<file path="src/rtl/tlp_flow_tx_pkg.sv">
// Shared definitions for the transmit-side lane flow controller.
// Holds lane count, lane-index width and the one-hot top FSM encoding.
// No ports; imported by the interface, the arbiter and the top.
package tlp_flow_tx_pkg;

  localparam int LANES  = 4;
  localparam int LANE_W = 2;

  typedef enum logic [4:0] {
    ST_RESET  = 5'b00001,
    ST_INIT   = 5'b00010,
    ST_IDLE   = 5'b00100,
    ST_ACTIVE = 5'b01000,
    ST_ERROR  = 5'b10000
  } state_t;

endpackage

</file>
<file path="src/rtl/tlp_flow_tx_if.sv">
// Lane-source and downstream bus bundle for tlp_flow_tx.
// Ports: fifo_empty/fifo_data/fifo_pop toward the FWFT lane FIFOs,
//        pause/cont/error_full from the receive FSM, data_out/valid_out/lane_out downstream.
interface tlp_flow_tx_if #(
  parameter int DATA_W = 6
);
  import tlp_flow_tx_pkg::*;

  logic [LANES-1:0]        fifo_empty;
  logic [LANES*DATA_W-1:0] fifo_data;
  logic [LANES-1:0]        fifo_pop;
  logic [LANES-1:0]        pause;
  logic [LANES-1:0]        cont;
  logic [LANES-1:0]        error_full;
  logic [DATA_W-1:0]       data_out;
  logic                    valid_out;
  logic [LANE_W-1:0]       lane_out;

  // slave: the flow controller itself
  modport slave (
    input  fifo_empty, fifo_data, pause, cont, error_full,
    output fifo_pop, data_out, valid_out, lane_out
  );

  // master: lane sources / receive FSM / downstream sink
  modport master (
    output fifo_empty, fifo_data, pause, cont, error_full,
    input  fifo_pop, data_out, valid_out, lane_out
  );

endinterface

</file>
<file path="src/rtl/tlp_flow_tx_rr_arbiter4.sv">
// Four-way round-robin arbiter: grants the first requester after pointer.
// Latency: purely combinational.
// Backpressure: none; requesters not granted simply wait for a later cycle.
// Ports: request[4], pointer[2] in; grant[4] one-hot, grant_idx[2], any_grant out.
module rr_arbiter4
  import tlp_flow_tx_pkg::*;
(
  input  logic [LANES-1:0]  request,
  input  logic [LANE_W-1:0] pointer,
  output logic [LANES-1:0]  grant,
  output logic [LANE_W-1:0] grant_idx,
  output logic              any_grant
);

  logic [LANE_W-1:0] cand;

  // Search pointer+1, +2, +3, +4 (wraps to pointer itself last).
  always_comb begin
    grant     = '0;
    grant_idx = '0;
    any_grant = 1'b0;
    cand      = pointer;
    for (int k = 1; k <= LANES; k++) begin
      cand = pointer + LANE_W'(k);
      if (!any_grant && request[cand]) begin
        any_grant   = 1'b1;
        grant_idx   = cand;
        grant[cand] = 1'b1;
      end
    end
  end

endmodule

</file>
<file path="src/rtl/tlp_flow_tx.sv">
// Transmit-side flow controller: drains four FWFT lane FIFOs round-robin, obeying pause/cont/error_full.
// Latency: pop in cycle N -> registered data_out/lane_out/valid_out in cycle N+1.
// Backpressure: paused or errored lanes are not popped; pause/error_full block pops in the cycle they assert.
// Ports: clk, reset (sync, active-high), init; bus (slave modport); paused_status, error_status, idle.
module tlp_flow_tx
  import tlp_flow_tx_pkg::*;
#(
  parameter int DATA_W = 6
) (
  input  logic              clk,
  input  logic              reset,
  input  logic              init,
  tlp_flow_tx_if.slave      bus,
  output logic [LANES-1:0]  paused_status,
  output logic [LANES-1:0]  error_status,
  output logic              idle
);

  state_t            state;
  state_t            state_nxt;
  logic [LANE_W-1:0] rr;
  logic [LANES-1:0]  eligible;
  logic [LANES-1:0]  grant;
  logic [LANE_W-1:0] grant_idx;
  logic              any_grant;
  logic              pop_en;
  logic [LANES-1:0]  paused_nxt;
  logic [LANES-1:0]  error_nxt;

  // Live pause/error_full are folded in so a lane stops in the very cycle it is told to.
  assign eligible = ~bus.fifo_empty & ~paused_status & ~bus.pause
                  & ~error_status & ~bus.error_full;

  rr_arbiter4 u_arb (
    .request   (eligible),
    .pointer   (rr),
    .grant     (grant),
    .grant_idx (grant_idx),
    .any_grant (any_grant)
  );

  assign pop_en       = (state == ST_ACTIVE) && any_grant;
  assign bus.fifo_pop = pop_en ? grant : '0;

  // pause beats cont when both are high
  assign paused_nxt = bus.pause | (paused_status & ~bus.cont);
  assign error_nxt  = error_status | bus.error_full;

  always_comb begin
    state_nxt = state;
    if (init) begin
      state_nxt = ST_INIT;
    end else begin
      case (state)
        ST_RESET:  state_nxt = ST_RESET;
        ST_INIT:   state_nxt = ST_IDLE;
        ST_IDLE:   state_nxt = (&error_nxt) ? ST_ERROR
                             : (|eligible)  ? ST_ACTIVE : ST_IDLE;
        ST_ACTIVE: state_nxt = (&error_nxt) ? ST_ERROR
                             : (|eligible)  ? ST_ACTIVE : ST_IDLE;
        ST_ERROR:  state_nxt = ST_ERROR;
        default:   state_nxt = ST_RESET;
      endcase
    end
  end

  always_ff @(posedge clk) begin
    if (reset) begin
      state         <= ST_RESET;
      rr            <= LANE_W'(LANES - 1);
      paused_status <= '0;
      error_status  <= '0;
      idle          <= 1'b0;
      bus.valid_out <= 1'b0;
      bus.data_out  <= '0;
      bus.lane_out  <= '0;
    end else begin
      state         <= state_nxt;
      idle          <= (state_nxt == ST_IDLE);
      bus.valid_out <= pop_en;
      if (pop_en) begin
        bus.data_out <= bus.fifo_data[grant_idx*DATA_W +: DATA_W];
        bus.lane_out <= grant_idx;
        rr           <= grant_idx;
      end
      if (state == ST_INIT) begin
        paused_status <= '0;
        error_status  <= '0;
        rr            <= LANE_W'(LANES - 1);
      end else begin
        paused_status <= paused_nxt;
        error_status  <= error_nxt;
      end
    end
  end

endmodule
</file>
<file path="src/flat_wrapper.sv">
// flat-port wrapper written by rule: the top's interface ports become plain ports
module tlp_flow_tx_flat import tlp_flow_tx_pkg::*;
#(
  parameter int DATA_W = 6
)
  (clk, reset, init, paused_status, error_status, idle, bus_fifo_empty, bus_fifo_data, bus_pause, bus_cont, bus_error_full, bus_fifo_pop, bus_data_out, bus_valid_out, bus_lane_out);
  tlp_flow_tx_if #(.DATA_W(DATA_W)) bus_i ();
  input  logic clk;
  input  logic reset;
  input  logic init;
  output logic [LANES-1:0] paused_status;
  output logic [LANES-1:0] error_status;
  output logic idle;
  input wire logic [$bits(bus_i.fifo_empty)-1:0] bus_fifo_empty;
  input wire logic [$bits(bus_i.fifo_data)-1:0] bus_fifo_data;
  input wire logic [$bits(bus_i.pause)-1:0] bus_pause;
  input wire logic [$bits(bus_i.cont)-1:0] bus_cont;
  input wire logic [$bits(bus_i.error_full)-1:0] bus_error_full;
  output wire logic [$bits(bus_i.fifo_pop)-1:0] bus_fifo_pop;
  output wire logic [$bits(bus_i.data_out)-1:0] bus_data_out;
  output wire logic [$bits(bus_i.valid_out)-1:0] bus_valid_out;
  output wire logic [$bits(bus_i.lane_out)-1:0] bus_lane_out;
  assign bus_i.fifo_empty = bus_fifo_empty;
  assign bus_i.fifo_data = bus_fifo_data;
  assign bus_i.pause = bus_pause;
  assign bus_i.cont = bus_cont;
  assign bus_i.error_full = bus_error_full;
  assign bus_fifo_pop = bus_i.fifo_pop;
  assign bus_data_out = bus_i.data_out;
  assign bus_valid_out = bus_i.valid_out;
  assign bus_lane_out = bus_i.lane_out;
  tlp_flow_tx #(.DATA_W(DATA_W)) u_core (.clk(clk), .reset(reset), .init(init), .bus(bus_i), .paused_status(paused_status), .error_status(error_status), .idle(idle));
endmodule
</file>
<file path="config.mk">
export PLATFORM = sky130hd
export DESIGN_NAME = tlp_flow_tx_flat
export DESIGN_NICKNAME = d
export VERILOG_FILES = /design/src/rtl/tlp_flow_tx_pkg.sv /design/src/rtl/tlp_flow_tx_if.sv /design/src/rtl/tlp_flow_tx_rr_arbiter4.sv /design/src/rtl/tlp_flow_tx.sv /design/src/flat_wrapper.sv
export SDC_FILE = /design/constraint.sdc
export NUM_CORES = 1
export LEC_CHECK = 0
export CAP_MARGIN = 0
export CORE_ASPECT_RATIO = 1.25
export CORE_UTILIZATION = 44
export DETAILED_ROUTE_END_ITERATION = 16
export GPL_ROUTABILITY_DRIVEN = 0
export PLACE_DENSITY = 0.81
export SYNTH_ARGS = -nofsm -noshare
export SYNTH_HDL_FRONTEND = slang
export SYNTH_SLANG_ARGS = --single-unit
</file>
<file path="constraint.sdc">
create_clock -name clk -period 4 [get_ports clk]
set_input_delay 1.2 -clock clk [delete_from_list [all_inputs] [get_ports clk]]
set_output_delay 1.2 -clock clk [all_outputs]
set_load 0.02 [all_outputs]
</file>
# Word-level counts from Yosys, hierarchy flattened
# Cells that the tools add are included.
# word_totals
register_bits	25
out_inout_bits	22
wordCells	90
# classes
shift	1
muxes	33
n_lt_le_gt_ge	8
multipliers	1
eq_ne	5
n_reduce_logical	15
addsub	3
bitwise	16
# ops
operator	n
4-bit two-way mux	6
4-bit NOT	6
24-bit by 6-bit variable part select with 6-bit output	1
4-bit bitwise AND	5
4-bit bitwise OR	5
5-bit case mux with 3 select lines	1
2-bit by 3-bit < comparator with 1-bit output, second input constant	4
1-bit two-way mux	12
5-bit by 3-bit == test with 1-bit output, second input constant	2
5-bit two-way mux	2
1-bit binary-select mux with 2-bit select	4
1-bit demux with 2-bit select	4
2-bit by 1-bit >= comparator with 1-bit output, second input constant	4
1-bit logical AND	8
2-bit two-way mux	4
5-bit by 2-bit == test with 1-bit output, second input constant	1
5-bit by 4-bit == test with 1-bit output, second input constant	1
5-bit == test, second input constant	1
2-bit adder, second input constant	2
2-bit by 2-bit multiplier with 4-bit output, second input constant	1
4-bit AND reduction	1
2-bit OR reduction	2
4-bit OR reduction	1
1-bit logical NOT	3
2-bit by 1-bit adder with 2-bit output, second input constant	1

# Longest topological paths before layout
# Gate-level depths: netlist of run 1.
# depth
depth_word	19
mapped_depth	11

# Modules after synthesis
# Synthesis of run 1 repeated with hierarchy kept, for this count alone.
# hier_totals
hier_cells	211
area_unflattened_um2	1939.4
# modules_own_cells
mod	cells_per_inst	seq_area_each_um2	area_per_inst_um2	n_inst
tlp_flow_tx	125	500.5	1310.0	1
rr_arbiter4	86	0.0	629.4	1

# Worst setup path before layout of run 1
# No wires, ideal clock.
# synth_timing
kind	input-to-output
start	in bus_error_full[0]
end	out bus_fifo_pop[0]
cell_stages	7
path_buffers	0
t_arrival_ps	2912
required_ps	2800
slack_ps	-112
path_cell_list	nor2_1 -> nand2_1 -> mux4_2 -> nor2_1 -> a22o_1 -> mux2i_1 -> a21oi_1
# synth_via
elab_chain_len	16
elab_cells_between_ends	29
# synth_lines
item	line_no	rtl
start: declaration	flat_wrapper.sv:18	input wire logic [$bits(bus_i.error_full)-1:0] bus_error_full;
4-bit NOT *	tlp_flow_tx.sv:32	& ~error_status & ~bus.error_full;
4-bit bitwise AND *	tlp_flow_tx.sv:32	
1-bit binary-select mux with 2-bit select	tlp_flow_tx_rr_arbiter4.sv:25	if (!any_grant && request[cand]) begin
1-bit two-way mux (not written as such)	tlp_flow_tx_rr_arbiter4.sv:25	
1-bit two-way mux	tlp_flow_tx_rr_arbiter4.sv:25	
1-bit logical NOT	tlp_flow_tx_rr_arbiter4.sv:25	
1-bit logical AND	tlp_flow_tx_rr_arbiter4.sv:25	
1-bit two-way mux	tlp_flow_tx_rr_arbiter4.sv:25	
1-bit logical NOT	tlp_flow_tx_rr_arbiter4.sv:25	
1-bit logical AND	tlp_flow_tx_rr_arbiter4.sv:25	
1-bit two-way mux	tlp_flow_tx_rr_arbiter4.sv:25	
1-bit logical NOT	tlp_flow_tx_rr_arbiter4.sv:25	
1-bit logical AND	tlp_flow_tx_rr_arbiter4.sv:25	
1-bit two-way mux	tlp_flow_tx_rr_arbiter4.sv:25	
1-bit logical AND	tlp_flow_tx.sv:42	assign pop_en = (state == ST_ACTIVE) && any_grant;
4-bit two-way mux *	tlp_flow_tx.sv:43	assign bus.fifo_pop = pop_en ? grant : '0;
end: declaration	flat_wrapper.sv:19	output wire logic [$bits(bus_i.fifo_pop)-1:0] bus_fifo_pop;
# Mark *: on every way between the ends. The rest lies on a longest branch, timed or not. The select of a mux whose other input is x is not followed.

# Final worst setup path of run 1
# layout_timing
start	in bus_pause[1]
end	out bus_fifo_pop[0]
# layout_via
elab_chain_len	18
elab_cells_between_ends	31
# layout_lines
item	line_no	rtl
start: declaration	flat_wrapper.sv:16	input wire logic [$bits(bus_i.pause)-1:0] bus_pause;
4-bit NOT *	tlp_flow_tx.sv:31	assign eligible = ~bus.fifo_empty & ~paused_status & ~bus.pause
4-bit bitwise AND *	tlp_flow_tx.sv:31	
4-bit bitwise AND * (2 in series)	tlp_flow_tx.sv:32	
1-bit binary-select mux with 2-bit select	tlp_flow_tx_rr_arbiter4.sv:25	
1-bit two-way mux (not written as such)	tlp_flow_tx_rr_arbiter4.sv:25	
1-bit two-way mux	tlp_flow_tx_rr_arbiter4.sv:25	
1-bit logical NOT	tlp_flow_tx_rr_arbiter4.sv:25	
1-bit logical AND	tlp_flow_tx_rr_arbiter4.sv:25	
1-bit two-way mux	tlp_flow_tx_rr_arbiter4.sv:25	
1-bit logical NOT	tlp_flow_tx_rr_arbiter4.sv:25	
1-bit logical AND	tlp_flow_tx_rr_arbiter4.sv:25	
1-bit two-way mux	tlp_flow_tx_rr_arbiter4.sv:25	
1-bit logical NOT	tlp_flow_tx_rr_arbiter4.sv:25	
1-bit logical AND	tlp_flow_tx_rr_arbiter4.sv:25	
1-bit two-way mux	tlp_flow_tx_rr_arbiter4.sv:25	
1-bit logical AND	tlp_flow_tx.sv:42	
4-bit two-way mux *	tlp_flow_tx.sv:43	
# Marks and branches as above.

==> summary.txt, run 1 <==
Run status
  • Status: complete, but fails checks
  • Failing checks: design-rule violations, negative setup slack

Layout
  • Finished Layout Cells: 351
  • Area grow syn2layout: 72.2%
  • Layout Utilization: 80.6%
  • Layout cells sized above 1: roughly 33%
  • Layout Nets: 364
  • ANT cells: 0

Clocking
  • Worst-skew pair later-pin latency: 0.28 ns
  • H-tree Lvls: 1
  • Root buffer cell: clkbuf_8
  • CTS tree: done
  • CTS Buf Count: 3
  • Reg clk slew, reported paths: ~0.090 ns
  • Hold_buf cts: 0
  • Clock sinks: 25
  • Clock Tree Buf Depth: 2

Drt
  • Pre-antenna DRT Iters: 10
  • Initial DRC count: 104
  • Via count: approximately 2,000
  • Via-per-instance ratio: between 5 and 6
  • Final WL: 6020 um
  • Routed Antenna Nets: 0
  • Drt drc: 2
  • Routed WL per cell: 17.1 um

Logic synthesis
  • Post-synth top cells: 25 x dfxtp_1, 24 x nor2_1, 22 x nand2_1, 16 x mux2i_1, 14 x a21oi_1
  • Top cell type's share of synthesized area: 30.2%
  • Synth unique cells: 45
  • Count leader, synth: dfxtp_1
  • Post-Synthesis Net Count: between 200 and 300
  • Post-synth ARST share: 0%
  • Yosys reg bits: 25
  • Warnings from Yosys: 0
  • Primary FF master, synth: dfxtp_1
  • Ranking of synthesized cells by area: dfxtp_1 30%, mux2i_1 9.7%, ha_1 6.0%
  • Syn Std Cell Area: between 1500 and 2000 um^2
  • Post-synth EDFFs: 0
  • Sequential cell area fraction in the yosys report: a little under a third
  • Gate Count Post-Synth: 200
  • Cell taking the most area after synthesis: dfxtp_1
  • Avg Inst Size Synth: 8.30 um^2

Die
  • Initial core utilization: 46.8%
  • Die Width: 56.9 um
  • Site row count: 24
  • Total die area: 4020 um^2
  • Io pins: 65
  • Height of the die: 70.7 um
  • CORE AREA: 3540 um^2

Power and ir drop
  • Power, Total: 0.595 mW
  • Worst VDD drop: approximately 0.18 mV
  • PwrDens: 208 nW/um^2
  • Lkg Pwr: 1.23 nW

Timing
  • Fin crit share: 101%
  • Max Slew Vio Count: 0
  • Fin crit period: slightly above 4 ns
  • WHS: ~0.46 ns
  • Worst setup margin: -0.0455 ns
  • Clk_skew: 0.00571 ns
  • Endpoints failing setup: 4
  • Fmax: 0.247 GHz
  • Slew Limit Headroom: 71.1%
  • Worst-Margin Slew: approximately 0.43 ns
  • RSZ-0062 raised after global routing: true
  • Hold Fails Final Rpt: 0

Worst setup path
  • Crit path max-delay cell type: mux4_2
  • Reg2Reg Setup Slack: 1.15 ns
  • Slowest Stage Delay on Critical Path: 0.53 ns
  • Worst setup EP type: primary output
  • Worst path required time: 2.80 ns
  • Worst-path fanout max: 5
  • WP data arrival: 2.85 ns
  • Worst reg2reg startpoint: u_core.rr[0]
  • Setup CP Type: in2out
  • CP Launch Type: primary input
  • Reg2Reg Depth: 11
  • Worst path cell trace: buf_8 > nor3_4 > nand2_2 > mux4_2 > nor2_4 > a22o_1 > mux2i_1 > a21oi_2 > buf_4
  • Reg2reg end: u_core.bus.data_out[3]

Min path
  • Hold depth: 2
  • Hold EP: u_core.bus.lane_out[0]
  • Hold_sp: u_core.bus.lane_out[0]
  • Hold crit path type: reg2reg

GRT
  • Initial antenna violation count: 0
  • Pin count of the biggest net entering global routing: 18
  • GRT Total Usage: 30.3%
  • Vias in the first global route: 2,111
  • Total congestion overflow: 0
  • First-pass GRT wire length: between 9000 and 10,000 um

Job
  • Max cap viols: 0

Placed design
  • Cell count after placement: 332
  • Detailed placement HPWL: roughly 3900 um
  • Port Buffers: 64
## flip-flops by register name, indices dropped and copies added (netlist names)
| name | flops |
|---|---|
| u_core.paused_status | 4 |
| u_core.bus.data_out | 6 |
| u_core.bus.valid_out | 1 |
| u_core.bus.lane_out | 2 |
| u_core.error_status | 4 |
| u_core.state | 5 |
| u_core.rr | 2 |
| u_core.idle | 1 |
## power breakdown
group,leakage (nW),switching (mW),internal [mW],total (mW)
combinational,0.998,0.0751,0.100,0.175
sequential,0.204,0.00770,0.256,0.264
clock,0.0255,0.0859,0.0699,0.156
## worst max-delay path: cells and delay by family
family / cells / cell delay [ns]
muxes: 2 / 0.61
buffers and inverters: 2 / 0.25
AOI/OAI and AO/OA: 2 / 0.30
and+or+nand+nor: 3 / 0.49
## what timing repair did
item,in CTS,in global routing
setup endpoints to repair,4,4
gates resized for setup,88,12
pin swaps,21,17
hold endpoints to repair,0,0
setup buffers,15,1
## logic make-up after synthesis
family                     after synthesis  share of synthesized area, %
AOI/OAI and AO/OA                       42                          19.5
xor gates and xnor gates                 2                          1.06
adders and majority gates                8                          6.03
buffers and inverters                   15                          3.85
DFF                                     25                          30.2
muxes                                   17                          11.0
and+or+nand+nor                         91                          28.4
## routing by layer
metal  global-route usage, %  part of all wire [%]  vias to the layer above  routed length [um]
li1                        -                     -                      961                   -
met1                    34.2                    38                      973                2320
met2                    53.2                    52                       84                3110
met3                    3.11                   4.2                       35                 250
met4                    20.1                   5.7                        0                 346
met5                       0                     0                        -                   0
## through the flow
stage                     TNS (ns)  setup WS, ns  cell area [um^2]
final                       -0.101       -0.0455              2860
after floorplan                  0        0.0367              1680
after global routing        -0.457        -0.151              2860
after global placement       -3.78        -0.945              2620
after CTS                 -0.00252      -0.00252              2810
after detailed placement     -3.89        -0.987              2620
## cell type report
type                       instances  area [um^2]
fill                             232          687
timing repair buffer             116         1020
clock inverter                     1         5.00
multi-input combinational        160         1210
sequential                        25          500
inverter                           7         26.3
tap                               39         48.8
clock buffer                       3         41.3
## worst max path at each step
stage | from | end | depth (start not counted)
after floorplan | bus_fifo_empty[3] | bus_fifo_pop[0] | 7
after global placement | bus_fifo_empty[3] | bus_fifo_pop[1] | 9
after detailed placement | bus_fifo_empty[3] | bus_fifo_pop[0] | 9
after CTS | bus_pause[3] | bus_fifo_pop[0] | 9
after global routing | bus_error_full[3] | bus_fifo_pop[0] | 11
final | bus_pause[1] | bus_fifo_pop[0] | 9
## cells in the final DEF, fill, tap and decap left out, drive strengths merged, types with 3 or more instances in the layout
master and n:
dfxtp 25, buf 68, inv 7, a22o 4
clkdlybuf4s50 48, mux2i 16, nor4 5, ha 8
clkbuf 3, o221ai 6, nor2 25, nand3 8
and2 5, nor2b 3, nor3 9, nand2 23
or2 4, a21oi 14
Power figures use the tool's default switching activity.
==> run 2, diff against run 1 <==
--- a/config.mk
+++ b/config.mk
@@ -11,6 +11,8 @@
 export DETAILED_ROUTE_END_ITERATION = 16
 export GPL_ROUTABILITY_DRIVEN = 0
 export PLACE_DENSITY = 0.81
+export SETUP_SLACK_MARGIN = 0.1
+export SKIP_LAST_GASP = 1
 export SYNTH_ARGS = -nofsm -noshare
 export SYNTH_HDL_FRONTEND = slang
 export SYNTH_SLANG_ARGS = --single-unit
==> run 2 against run 1 <==
Effect of this change:
- the run ends with negative setup slack left
- via count is 4.7% lower
- power is 1.7% lower
- combinational power is 3% lower
- critical path depth is 1 higher
- cell area is 0.18% higher
- register-to-register slack better by 0.07 ns
- critical path type unchanged
- critical endpoint is now bus_fifo_pop[3]
==> summary.txt, run 2 (same netlist as run 1, synthesis figures left out) <==
Run status
  • Status: complete, but fails checks
  • Failing checks: negative setup slack

Timing
  • Fmax: 0.245 GHz (-0.78%)
  • RSZ-0062 raised after global routing: true
  • Max Slew Vio Count: 0 (unchanged)
  • Worst-Margin Slew: 0.410 ns (-0.0221 ns)
  • TNS Setup: -0.286 ns (-0.185 ns)
  • Hold Fails Final Rpt: 0 (unchanged)
  • Clk_skew: 0.00596 ns (+0.000254 ns)
  • Worst setup margin: -0.0772 ns (-0.0317 ns)
  • Fin crit share: 102% (+0.79 points)
  • Endpoints failing setup: 4 (unchanged)
  • Slew Limit Headroom: 72.0% (+0.88 points)
  • Fin crit period: 4.08 ns (+0.0317 ns)

Die
  • Die Width: 56.9 um (unchanged)
  • Initial core utilization: 46.8% (unchanged)
  • Total die area: 4020 um^2 (unchanged)
  • Io pins: 65 (unchanged)
  • Height of the die: 70.7 um (unchanged)
  • Site row count: 24 (unchanged)
  • CORE AREA: 3540 um^2 (unchanged)

Layout
  • Layout cells sized above 1: 32.6% (-0.12 points)
  • Register area: 500 um^2 (unchanged)
  • Multi-input gate area: 1250 um^2 (+3.4%)
  • Finished Layout Cells: 346 (-1.4%)
  • Area grow syn2layout: 72.5%
  • Biggest regs: u_core.bus.data_out (6), u_core.state (5)
  • Fillers: 225 (-3.0%)
  • Number of flip-flops in the largest register: 6 (unchanged)
  • Layout Nets: 359 (-1.4%)
  • ANT cells: 0 (unchanged)
  • Largest reg by FF count: u_core.bus.data_out
  • Commonest non-fill, non-tap cell in the layout: clkdlybuf4s50_1
  • Fin area: 2860 um^2 (+0.18%)
  • Most frequent cells in the layout: 48 x clkdlybuf4s50_1, 42 x buf_4, 25 x dfxtp_1

Clocking
  • Root buffer cell: clkbuf_8
  • Clock sinks: 25 (unchanged)
  • CTS Buf Count: 3 (unchanged)
  • Hold_buf cts: 0 (unchanged)
  • Reg clk slew, reported paths: 0.09 ns (about the same)
  • CTS tree: done
  • Clock Tree Buf Depth: 2 (unchanged)
  • Worst-skew pair later-pin latency: 0.27 ns (about the same)
  • H-tree Lvls: 1 (unchanged)

Power and ir drop
  • Worst VDD drop: 0.180 mV (+1.8%)
  • NetSw: 0.163 mW (-3.4%)
  • Clock Power Share: 26.0% (-0.2 points)
  • Int Pwr: 0.421 mW (-1.1%)
  • Sw frac: 27.9% (-0.48 points)
  • PwrDens: 204 nW/um^2 (-1.9%)
  • Combinational share of power: 29.0% (-0.4 points)
  • Seq pwr share: 45.1% (+0.7 points)
  • Lkg Pwr: 1.19 nW (-2.8%)

Worst setup path
  • CP Launch Type: primary input
  • Worst path top cell family by delay: compound AO/OA/AOI/OAI gates
  • Worst path cell trace: buf_8 > buf_6 > or3_4 > a2111oi_4 > nor2b_1 > o21a_1 > a21oi_4 > nand2_2 > a21oi_4 > buf_6
  • Crit path max-delay cell type: or3_4
  • Worst setup EP type: primary output
  • Critical path buffers and inverters: 3 (+1)
  • Worst path required time: 2.80 ns (about the same)
  • Setup CP Type: in2out
  • Slowest Stage Delay on Critical Path: 0.39 ns (-0.14 ns)
  • Worst-path fanout max: 4 (-1)
  • WP data arrival: 2.88 ns (+0.03 ns)

GRT
  • First-pass GRT wire length: 8870 um (-7.1%)
  • Total congestion overflow: 0 (unchanged)
  • Vias in the first global route: 1,938 (-8.2%)
  • GRT Total Usage: 28.1% (-2.2 points)
  • Pin count of the biggest net entering global routing: 18 (unchanged)
  • Initial antenna violation count: 0 (unchanged)

Drt
  • Wire length on met3: 246 um (-1.6%)
  • Routed Antenna Nets: 0 (unchanged)
  • Initial DRC count: 91 (-13%)
  • DR top layer: met4
  • Final WL: 5490 um (-8.8%)
  • Via count: 1,957 (-4.7%)
  • Pre-antenna DRT Iters: 5 (-5)
  • Met1 WL: 2070 um (-11%)
  • Drt drc: 0 (-2)
  • Via-per-instance ratio: 5.66 (-3.3%)
  • Routed wl met2: 2930 um (-5.5%)
  • Routed WL per cell: 15.9 um (-7.5%)

Job
  • Max cap viols: 0 (unchanged)

Placed design
  • Post-DP Area: 2650 um^2 (+1.1%)
  • Detailed placement HPWL: 3860 um (-0.15%)
  • Cell count after placement: 332 (unchanged)
  • Port Buffers: 64 (unchanged)

Min path
  • Hold crit path type: reg2reg
run 2: what timing repair did:
item | 4_1_cts | 5_1_grt
gates resized for setup | 82 | 10
gates cloned | 0 | 0
setup endpoints to repair | 4 | 4
buffers inserted | 10 | 0
pin swaps | 27 | 17
run 2: cell type report:
cell class                      count  share of cell area (%)
Clock buffer                        3                    1.44
Clock inverter                      1                   0.175
Inverter                            7                   0.918
Multi-Input combinational cell    160                    43.7
Sequential cell                    25                    17.5
Tap cell                           39                    1.71
Timing Repair Buffer              111                    34.5
run 2: power by group through the flow:
stage,clock (mW),combinational (mW),sequential [mW]
2_1_floorplan,0,0.0559,0.275
3_3_place_gp,0,0.150,0.267
3_5_place_dp,0,0.152,0.268
4_1_cts,0.154,0.163,0.263
5_1_grt,0.164,0.180,0.264
6_report,0.152,0.169,0.263
run 2: through the flow:
stage	hold WS (ns)	total power, mW	util (%)	setup slack (ns)
floorplan	0.490	0.330	-	0.105
global placement	0.445	0.417	74.7	-0.903
detailed placement	0.453	0.420	74.7	-0.965
CTS	0.465	0.580	80.2	-0.0965
global route	0.501	0.609	80.8	-0.145
finish	0.467	0.584	80.8	-0.0772
run 2: worst reg2reg max path, stage by stage, from the launching register on:
cell and delay (ns):
dfxtp_1 0.33, inv_1 0.05, ha_1 0.43, nor4b_1 0.21, a32oi_1 0.17, nand3_1 0.10
buf_4 0.18, buf_4 0.14, o21bai_4 0.17, xnor2_1 0.15, or4_1 0.54, o221ai_1 0.22
run 2: per-layer routing:
metal	up-vias	GRT usage [%]
met5	-	0
met4	0	13.8
met3	22	3.66
met2	75	52.7
met1	906	30.5
li1	954	-
run 2: final timing paths:
path	startpoint	end	slack [ns]	depth (start not counted)
worst max-delay path	bus_pause[3]	bus_fifo_pop[3]	-0.08	10
worst min-delay path	u_core.bus.lane_out[0]	u_core.bus.lane_out[0]	0.47	2
worst max register to register	u_core.rr[0]	u_core.bus.data_out[4]	1.22	11
worst min register to register	u_core.bus.lane_out[0]	u_core.bus.lane_out[0]	0.47	2
==> edit: new RTL, flow settings as in run 1 <==
Reset style: asynchronous (`reset`), changed in one clocked block.
--- a/src/rtl/tlp_flow_tx.sv
+++ b/src/rtl/tlp_flow_tx.sv
@@ -66,3 +66,3 @@
 
-  always_ff @(posedge clk) begin
+  always_ff @(posedge clk or posedge reset) begin
     if (reset) begin
Formal check against the unedited RTL: differs if reset is asserted again (counterexample within 4 cycles, from zero or initial values and one cycle with reset high); with reset held inactive, the same outputs for 10 cycles.
==> edit against run 1 <==
  * The run ends with negative setup slack left
  * Highest routed layer unchanged
  * Count of clock-buffer cells in the layout stayed put
  * Setup slack worse by 150 ps
  * Power is 27% higher
  * Wire length is 34% higher
  * Sequential cell count stayed put
  * Die area is 13% higher
  * Area after synthesis is 13% higher
  * Final area is 19% higher
  * Critical endpoint is now bus_fifo_pop[1]
  * Combinational power is 58% higher
  * Global-route usage is 3.0 points higher
  * Clock skew hardly changed
  * Utilization is 2.0 points higher
  * Non-clock buffer count is 23 higher
==> edit: results (changes against run 1) <==
[status]
status = finished with violations
violations = negative setup slack

[global_route]
grt_use_met2 = 0.576  ; +0.0443
grt_pass1_wl_mm = 10.9  ; +14%
grt_max_degree = 26  ; +8
grt.total_usage = 0.333  ; +0.0302
grt_pass1_vias = 2303  ; +9.1%
grtUsageMet1 = 0.356  ; +0.0143

[critical_path]
worstPathMaxFanout = 4  ; -1
max_stage_delay_ps = 360  ; -170 ps
cpLargestDelayFamily = compound AO/OA/AOI/OAI gates
rrSetupSlack_ps = 40  ; -1110 ps
arrival_ps = 2990  ; +140 ps
reg2reg_from = u_core.rr[0]$_DFFE_PP1P_
cpMaxStageDelayCell = or3_4
cp-startpoint = bus_pause[2]

[routing]
wl_met2_mm = 4.05  ; +30%
first_pass_iters = 4  ; -6
routedWlPerCell_um = 20.2  ; +18%
drc = 0  ; -2
via_per_inst = 6.14  ; +4.9%
dr.first_iter.drc_count = 211  ; +100%

[layout]
multiInputGateArea_sq_um = 1370  ; +13%
buffers_excl_clock = 139  ; +20%
clk_share = 0.0148  ; -0.00144
fill_cells = 236  ; +1.7%
area_growth_pct = 80.4
seq_area_sq_um = 629  ; +26%
layout-drive-gt1-share = 0.453  ; +0.126
buffer_area_frac = 0.358  ; -0.000541
stdcell_count = 398  ; +13%

[place]
dp_cells = 361  ; +8.7%
hpwlAfterDp_mm = 4.01  ; +3.8%

[synth]
yosysSeqAreaShare = 0.335  ; +0.0335
synth.net_count = 258  ; +2.8%
synth_async_sr_flop_share = 1.00  ; +1.00
yosys-top-cells-count = nor2_1 (34), dfrtp_1 (22), a21oi_1 (17), inv_1 (12), a211oi_1 (11)

[pwr]
internal_power_uw = 496  ; +16%
irDropWorstVdd_uv = 181  ; +2.8%
p_leak_nw = 1.49  ; +21%

[timing]
fin_ws_ps = -194  ; -148 ps
finClkSkew_ps = 5.65  ; -0.0605 ps
relSlewSlack = 0.163  ; -0.548
setup_viol = 7  ; +3

edit: worst min path at each step:
stage	start	endpoint	slack, ps
after floorplan	u_core.state[0]$_DFF_PP1_	u_core.state[0]$_DFF_PP1_	480
after global placement	u_core.bus.lane_out[1]$_DFFE_PP0P_	u_core.bus.lane_out[1]$_DFFE_PP0P_	480
after detailed placement	u_core.state[0]$_DFF_PP1_	u_core.state[0]$_DFF_PP1_	520
after CTS	u_core.state[0]$_DFF_PP1_	u_core.state[0]$_DFF_PP1_	530
after global routing	u_core.state[0]$_DFF_PP1_	u_core.state[0]$_DFF_PP1_	560
final	u_core.state[0]$_DFF_PP1_	u_core.state[0]$_DFF_PP1_	530
edit: cells by family (layout without fill, tap and decap cells):
kind of cell | count (synthesis) | after routing | share of synthesized area
multiplexers | 11 | 11 | 0.0653
adder cells (fa/ha/maj) | 8 | 8 | 0.0533
buffers and inverters | 22 | 157 | 0.0699
AO/OA/AOI/OAI | 62 | 62 | 0.260
XOR/XNOR | 1 | 1 | 0.00466
flip-flops | 25 | 25 | 0.335
AND/OR/NAND/NOR | 78 | 78 | 0.211
edit: timing repair:
item,4_1_cts,5_1_grt
setup endpoints to repair,4,13
pin swaps,27,18
setup buffers,29,4
gates resized for setup,95,30
hold endpoints to repair,0,0
edit: through the flow:
step	hold WS [ps]	TNS (ps)
floorplan	482	0
global placement	477	-3900
detailed placement	516	-3800
CTS	530	-136
global route	562	-1270
finish	531	-734
edit: power groups by stage:
stage               Sequential [mW]  Combinational [mW]  Clock, mW
floorplan                     0.326              0.0777          0
global placement              0.300               0.228          0
detailed placement            0.302               0.232          0
CTS                           0.300               0.251      0.171
global route                  0.304               0.293      0.188
finish                        0.301               0.277      0.174
